==> src/rtl/alu_pkg.sv <==
// Shared definitions for the bit-serial ALU: op-codes, FSM states and the
// arithmetic/logic op classifier.
package alu_pkg;

  localparam logic [2:0] OP_ADD   = 3'b000;
  localparam logic [2:0] OP_SUBAB = 3'b001;
  localparam logic [2:0] OP_SUBBA = 3'b010;
  localparam logic [2:0] OP_OR    = 3'b011;
  localparam logic [2:0] OP_AND   = 3'b100;
  localparam logic [2:0] OP_ANDN  = 3'b101;
  localparam logic [2:0] OP_XOR   = 3'b110;
  localparam logic [2:0] OP_XNOR  = 3'b111;

  typedef enum logic [1:0] {
    IDLE = 2'd0,
    RUN  = 2'd1,
    DONE = 2'd2
  } state_t;

  // True for the three add/subtract ops that use and produce a carry.
  function automatic logic is_arith(input logic [2:0] op);
    logic r;
    case (op)
      OP_ADD, OP_SUBAB, OP_SUBBA: r = 1'b1;
      default:                    r = 1'b0;
    endcase
    return r;
  endfunction

endpackage

==> src/rtl/alu_slice.sv <==
// Combinational 1-bit ALU slice. Subtraction is done as an add with one
// operand inverted; the caller supplies the carry-in of 1 for two's complement.
module alu_slice
  import alu_pkg::*;
(
  input  logic [2:0] oper,
  input  logic       a,
  input  logic       b,
  input  logic       k,
  output logic       sum,
  output logic       k_next
);

  logic x;
  logic y;

  // Select adder inputs, then produce either a full-add or a bitwise result.
  always_comb begin
    x      = a;
    y      = b;
    sum    = 1'b0;
    k_next = 1'b0;
    case (oper)
      OP_SUBAB: y = ~b;
      OP_SUBBA: x = ~a;
      default: begin
        x = a;
        y = b;
      end
    endcase
    if (is_arith(oper)) begin
      sum    = x ^ y ^ k;
      k_next = (x & y) | (x & k) | (y & k);
    end else begin
      k_next = 1'b0;
      case (oper)
        OP_OR:   sum = a | b;
        OP_AND:  sum = a & b;
        OP_ANDN: sum = ~a & b;
        OP_XOR:  sum = a ^ b;
        OP_XNOR: sum = ~(a ^ b);
        default: sum = 1'b0;
      endcase
    end
  end

endmodule

==> src/rtl/serial_alu.sv <==
// Bit-serial WIDTH-bit ALU. Operands are captured on start, processed LSB
// first through a single alu_slice with a registered carry, and the result
// and flags are published together with a one-cycle done pulse.
module serial_alu
  import alu_pkg::*;
#(
  parameter int WIDTH = 8
) (
  input  logic             clk,
  input  logic             rst,
  input  logic             start,
  input  logic [2:0]       oper,
  input  logic [WIDTH-1:0] a,
  input  logic [WIDTH-1:0] b,
  input  logic             c_in,
  output logic             busy,
  output logic             done,
  output logic [WIDTH-1:0] result,
  output logic             c_out,
  output logic             zero,
  output logic             ovf
);

  localparam int CW = (WIDTH > 1) ? $clog2(WIDTH) : 1;
  localparam logic [CW-1:0] LAST = CW'(WIDTH - 1);

  state_t           state_q, state_d;
  logic [WIDTH-1:0] a_sr_q, a_sr_d;
  logic [WIDTH-1:0] b_sr_q, b_sr_d;
  logic [WIDTH-1:0] res_sr_q, res_sr_d;
  logic [2:0]       oper_q, oper_d;
  logic             k_q, k_d;
  logic             cmsb_q, cmsb_d;   // carry into the MSB, for overflow
  logic [CW-1:0]    cnt_q, cnt_d;
  logic             done_q, done_d;
  logic [WIDTH-1:0] result_q, result_d;
  logic             c_out_q, c_out_d;
  logic             zero_q, zero_d;
  logic             ovf_q, ovf_d;

  logic             slice_sum;
  logic             slice_k;

  alu_slice u_slice (
    .oper   (oper_q),
    .a      (a_sr_q[0]),
    .b      (b_sr_q[0]),
    .k      (k_q),
    .sum    (slice_sum),
    .k_next (slice_k)
  );

  // Next-state logic: capture, serial bit processing, then result publication.
  always_comb begin
    state_d  = state_q;
    a_sr_d   = a_sr_q;
    b_sr_d   = b_sr_q;
    res_sr_d = res_sr_q;
    oper_d   = oper_q;
    k_d      = k_q;
    cmsb_d   = cmsb_q;
    cnt_d    = cnt_q;
    done_d   = 1'b0;
    result_d = result_q;
    c_out_d  = c_out_q;
    zero_d   = zero_q;
    ovf_d    = ovf_q;
    case (state_q)
      IDLE: begin
        if (start) begin
          a_sr_d   = a;
          b_sr_d   = b;
          oper_d   = oper;
          // Logic ops ignore c_in so the carry chain stays at 0.
          k_d      = is_arith(oper) ? c_in : 1'b0;
          cmsb_d   = 1'b0;
          cnt_d    = '0;
          res_sr_d = '0;
          state_d  = RUN;
        end else begin
          state_d  = IDLE;
        end
      end
      RUN: begin
        a_sr_d   = {1'b0, a_sr_q[WIDTH-1:1]};
        b_sr_d   = {1'b0, b_sr_q[WIDTH-1:1]};
        res_sr_d = {slice_sum, res_sr_q[WIDTH-1:1]};
        k_d      = slice_k;
        cnt_d    = cnt_q + CW'(1);
        if (cnt_q == LAST) begin
          cmsb_d  = k_q;
          state_d = DONE;
        end else begin
          state_d = RUN;
        end
      end
      DONE: begin
        result_d = res_sr_q;
        c_out_d  = k_q;
        zero_d   = (res_sr_q == '0);
        ovf_d    = is_arith(oper_q) ? (cmsb_q ^ k_q) : 1'b0;
        done_d   = 1'b1;
        state_d  = IDLE;
      end
      default: begin
        state_d = IDLE;
      end
    endcase
  end

  // State and output registers with synchronous reset.
  always_ff @(posedge clk) begin
    if (rst) begin
      state_q  <= IDLE;
      a_sr_q   <= '0;
      b_sr_q   <= '0;
      res_sr_q <= '0;
      oper_q   <= 3'b000;
      k_q      <= 1'b0;
      cmsb_q   <= 1'b0;
      cnt_q    <= '0;
      done_q   <= 1'b0;
      result_q <= '0;
      c_out_q  <= 1'b0;
      zero_q   <= 1'b0;
      ovf_q    <= 1'b0;
    end else begin
      state_q  <= state_d;
      a_sr_q   <= a_sr_d;
      b_sr_q   <= b_sr_d;
      res_sr_q <= res_sr_d;
      oper_q   <= oper_d;
      k_q      <= k_d;
      cmsb_q   <= cmsb_d;
      cnt_q    <= cnt_d;
      done_q   <= done_d;
      result_q <= result_d;
      c_out_q  <= c_out_d;
      zero_q   <= zero_d;
      ovf_q    <= ovf_d;
    end
  end

  assign busy   = (state_q != IDLE);
  assign done   = done_q;
  assign result = result_q;
  assign c_out  = c_out_q;
  assign zero   = zero_q;
  assign ovf    = ovf_q;

endmodule

==> config.mk <==
export PLATFORM = sky130hd
export DESIGN_NAME = serial_alu
export DESIGN_NICKNAME = d
export VERILOG_FILES = /design/src/rtl/alu_pkg.sv /design/src/rtl/alu_slice.sv /design/src/rtl/serial_alu.sv
export SDC_FILE = /design/constraint.sdc
export NUM_CORES = 1
export LEC_CHECK = 0
export CAP_MARGIN = 25
export CORE_MARGIN = 2
export CORE_UTILIZATION = 35
export CTS_CLUSTER_SIZE = 16
export DETAILED_ROUTE_END_ITERATION = 10
export SETUP_SLACK_MARGIN = 0.1
export SYNTH_ARGS = -nofsm -noshare
export SYNTH_HDL_FRONTEND = slang
export SYNTH_SLANG_ARGS = --single-unit
==> constraint.sdc <==
create_clock -name clk -period 2.2 [get_ports clk]
set_input_delay 0.33 -clock clk [delete_from_list [all_inputs] [get_ports clk]]
set_output_delay 0.33 -clock clk [all_outputs]
set_load 0.05 [all_outputs]
==> flow_summary.json <==
{
  "tns_ps": 0,
  "post_cts_buffers": 0,
  "grt_util_all_layers": 0.132,
  "dr.pass1.iters": 4,
  "timing_worst_setup_path_type": "reg2reg",
  "cts_sinks": 46,
  "cp-end-kind": "flop",
  "r2r_end": "res_sr_q[7]",
  "gr-total-overflow": 0,
  "wirelength_um": 4150,
  "nFillCells": 612,
  "ios": 36,
  "rr_worst_depth": 6,
  "critical_path_required_ps": 2380,
  "reg2reg_slack_ps": 250,
  "port_buffers": 35,
  "nets": 300,
  "start_util": 0.356,
  "ir_worst_vdd_v": 0.000264,
  "cp_data_arrival_time_ps": 2130,
  "drive_gt1_frac": 0.106,
  "status": "completed",
  "min_period_ps": 1950,
  "power_density_nw_per_um2": 658,
  "cts.hold.buffers_added": 0,
  "max_clock_freq_mhz": 513,
  "synth-seq-area-share": 0.445,
  "num_rows": 28,
  "yosys.area.top_type": "dfxtp_1",
  "yosysWarnings": 0,
  "yosysMostFrequentCell": "nand2_1",
  "yosys-top-cells-count": "58 x nand2_1, 46 x dfxtp_1, 33 x a21oi_1",
  "post-route-util": 0.435,
  "ys_seq_elements": 46,
  "p_leak_nw": 0.898,
  "hold_viol": 0,
  "syn_inst": 245,
  "holdCritStartpoint": "zero",
  "dieArea_um2": 6550,
  "hold_depth": 2,
  "syn_avg_cell_area_um2": 8.45,
  "die_h_um": 80.9,
  "rsz0062_at_grt": "false",
  "reg2reg_from": "oper_q[1]",
  "synth_edf_count": 0,
  "core_um2": 5820,
  "relSlewSlack": 0.622,
  "cts_htree_levels": 2,
  "root_buffer": "clkbuf_8",
  "wl_per_cell_um": 11.9,
  "synthesis.area_um2": 2070,
  "maxCapViolCount": 0,
  "multi_input_area_um2": 995,
  "antenna_found_initial": 0,
  "fin_skew_ps": 4.86,
  "num_antenna_cells": 0,
  "setup_violations": 0,
  "post_cts_resized": 0,
  "placed_cells": 341,
  "finalMaxSlewViolations": 0,
  "grt_pass1_vias": 1507,
  "ant_nets": 0,
  "power_mw": 1.66,
  "chipWidth_um": 80.9,
  "clockBufferDepth": 2,
  "fin_crit_sh": 0.886,
  "gp_congestion": 0.761,
  "cp-start-kind": "flop",
  "grt_max_degree": 28,
  "worst_pin_slew_ps": 566,
  "synth.top_cell.area_share": 0.445,
  "post-place-ws_ps": 247,
  "cp_max_fo": 10,
  "ys_types": 42,
  "grt_pass1_wl_um": 6950,
  "synth_area_leaders": "dfxtp_1 44%, nand2_1 11%, a21oi_1 8.0%",
  "stdcell_count": 349,
  "place_hpwl_um": 2840,
  "cts_tree": "yes",
  "drcViolationCount": 0,
  "hold_path_class": "reg2reg",
  "synthArstFlopShare": 0,
  "vias_per_cell": 4.88,
  "syn2layout_area_growth_pct": 22.1,
  "path_clk_slew_ps": 80,
  "insertion_delay_ps": 290,
  "cts-buffers-inserted": 5,
  "hold-path-endpoint": "zero",
  "synth_fp_nets": 272,
  "synth_flop_cell": "dfxtp_1",
  "regArea_um2": 921,
  "fin_ws_ps": 252,
  "vias": 1703,
  "first_iter_violations": 90
}
[metrics by stage]
| stage | instance area, µm² | hold WS, ps |
|---|---|---|
| detailed placement | 2430 | 448 |
| finish | 2530 | 457 |
| global placement | 2430 | 447 |
| CTS | 2530 | 460 |
| global route | 2530 | 484 |
| floorplan | 2070 | 437 |
[flip-flops by register name, indices dropped and copies added, names as in the netlist, 2 cells and up]
| register | cells |
|---|---|
| oper_q | 3 |
| state_q | 2 |
| a_sr_q | 8 |
| res_sr_q | 8 |
| cnt_q | 3 |
| result | 8 |
| b_sr_q | 8 |
[cells in the final DEF (no fill, tap or decap), types with 2 or more instances in the layout]
cell and n:
a21oi_1 33, a22oi_1 3, a311oi_1 6, a311oi_2 5
and2b_1 2, buf_4 5, clkbuf_8 6, clkdlybuf4s50_1 33
dfxtp_1 46, ha_1 3, inv_1 6, nand2_1 58
nand2_2 5, nand2b_1 2, nand3_1 15, nand3b_1 2
nor2_1 14, nor3b_1 2, nor4_1 2, or3b_1 2
xnor2_1 2
[cell type report]
type | count | share of cell area
clock buffers | 7 | 0.0341
clock inverters | 1 | 0.00198
inverters | 6 | 0.00891
multi-input cells | 173 | 0.393
flip-flops and latches | 46 | 0.364
well taps | 75 | 0.0371
repair buffers | 41 | 0.160
[power by group]
group,total (mW),internal (mW),switching (mW)
sequential,0.903,0.869,0.0342
combinational,0.241,0.117,0.124
clock,0.520,0.254,0.267
total,1.66,1.24,0.425
[critical path: stages (launching register included)]
cell     delay, ps
dfxtp_1        490
nor3b_1        270
xnor2_1        120
fa_1           500
a21bo_2        210
a32oi_1        170
o21ai_1         80
[worst max-delay path by stage]
| stage | end | startpoint | slack, ps | depth (start not counted) |
|---|---|---|---|---|
| after floorplan | res_sr_q[7] | oper_q[0] | 330 | 7 |
| after global placement | res_sr_q[7] | oper_q[1] | 310 | 6 |
| after detailed placement | res_sr_q[7] | oper_q[1] | 250 | 6 |
| after CTS | busy | state_q[0] | 160 | 2 |
| after global routing | res_sr_q[7] | oper_q[1] | 130 | 6 |
| final | res_sr_q[7] | oper_q[1] | 250 | 6 |
[cells by family after synthesis]
| kind of cell | after synthesis | share of synthesized area |
|---|---|---|
| simple gates | 110 | 0.247 |
| compound gates | 55 | 0.189 |
| flops | 46 | 0.445 |
| buf+inv | 26 | 0.0749 |
| fa+ha+maj | 4 | 0.0278 |
| xor+xnor | 3 | 0.0127 |
| mux | 1 | 0.00483 |
[routing by layer]
| layer | part of all wire | track usage | vias to the layer above |
|---|---|---|---|
| li1 | - | - | 886 |
| met1 | 0.52 | 0.183 | 787 |
| met2 | 0.44 | 0.203 | 25 |
| met3 | 0.034 | 0.0344 | 5 |
| met4 | 0.011 | 0.0373 | 0 |
| met5 | 0 | 0 | - |
Note: power is estimated with default switching activity, not from simulation.
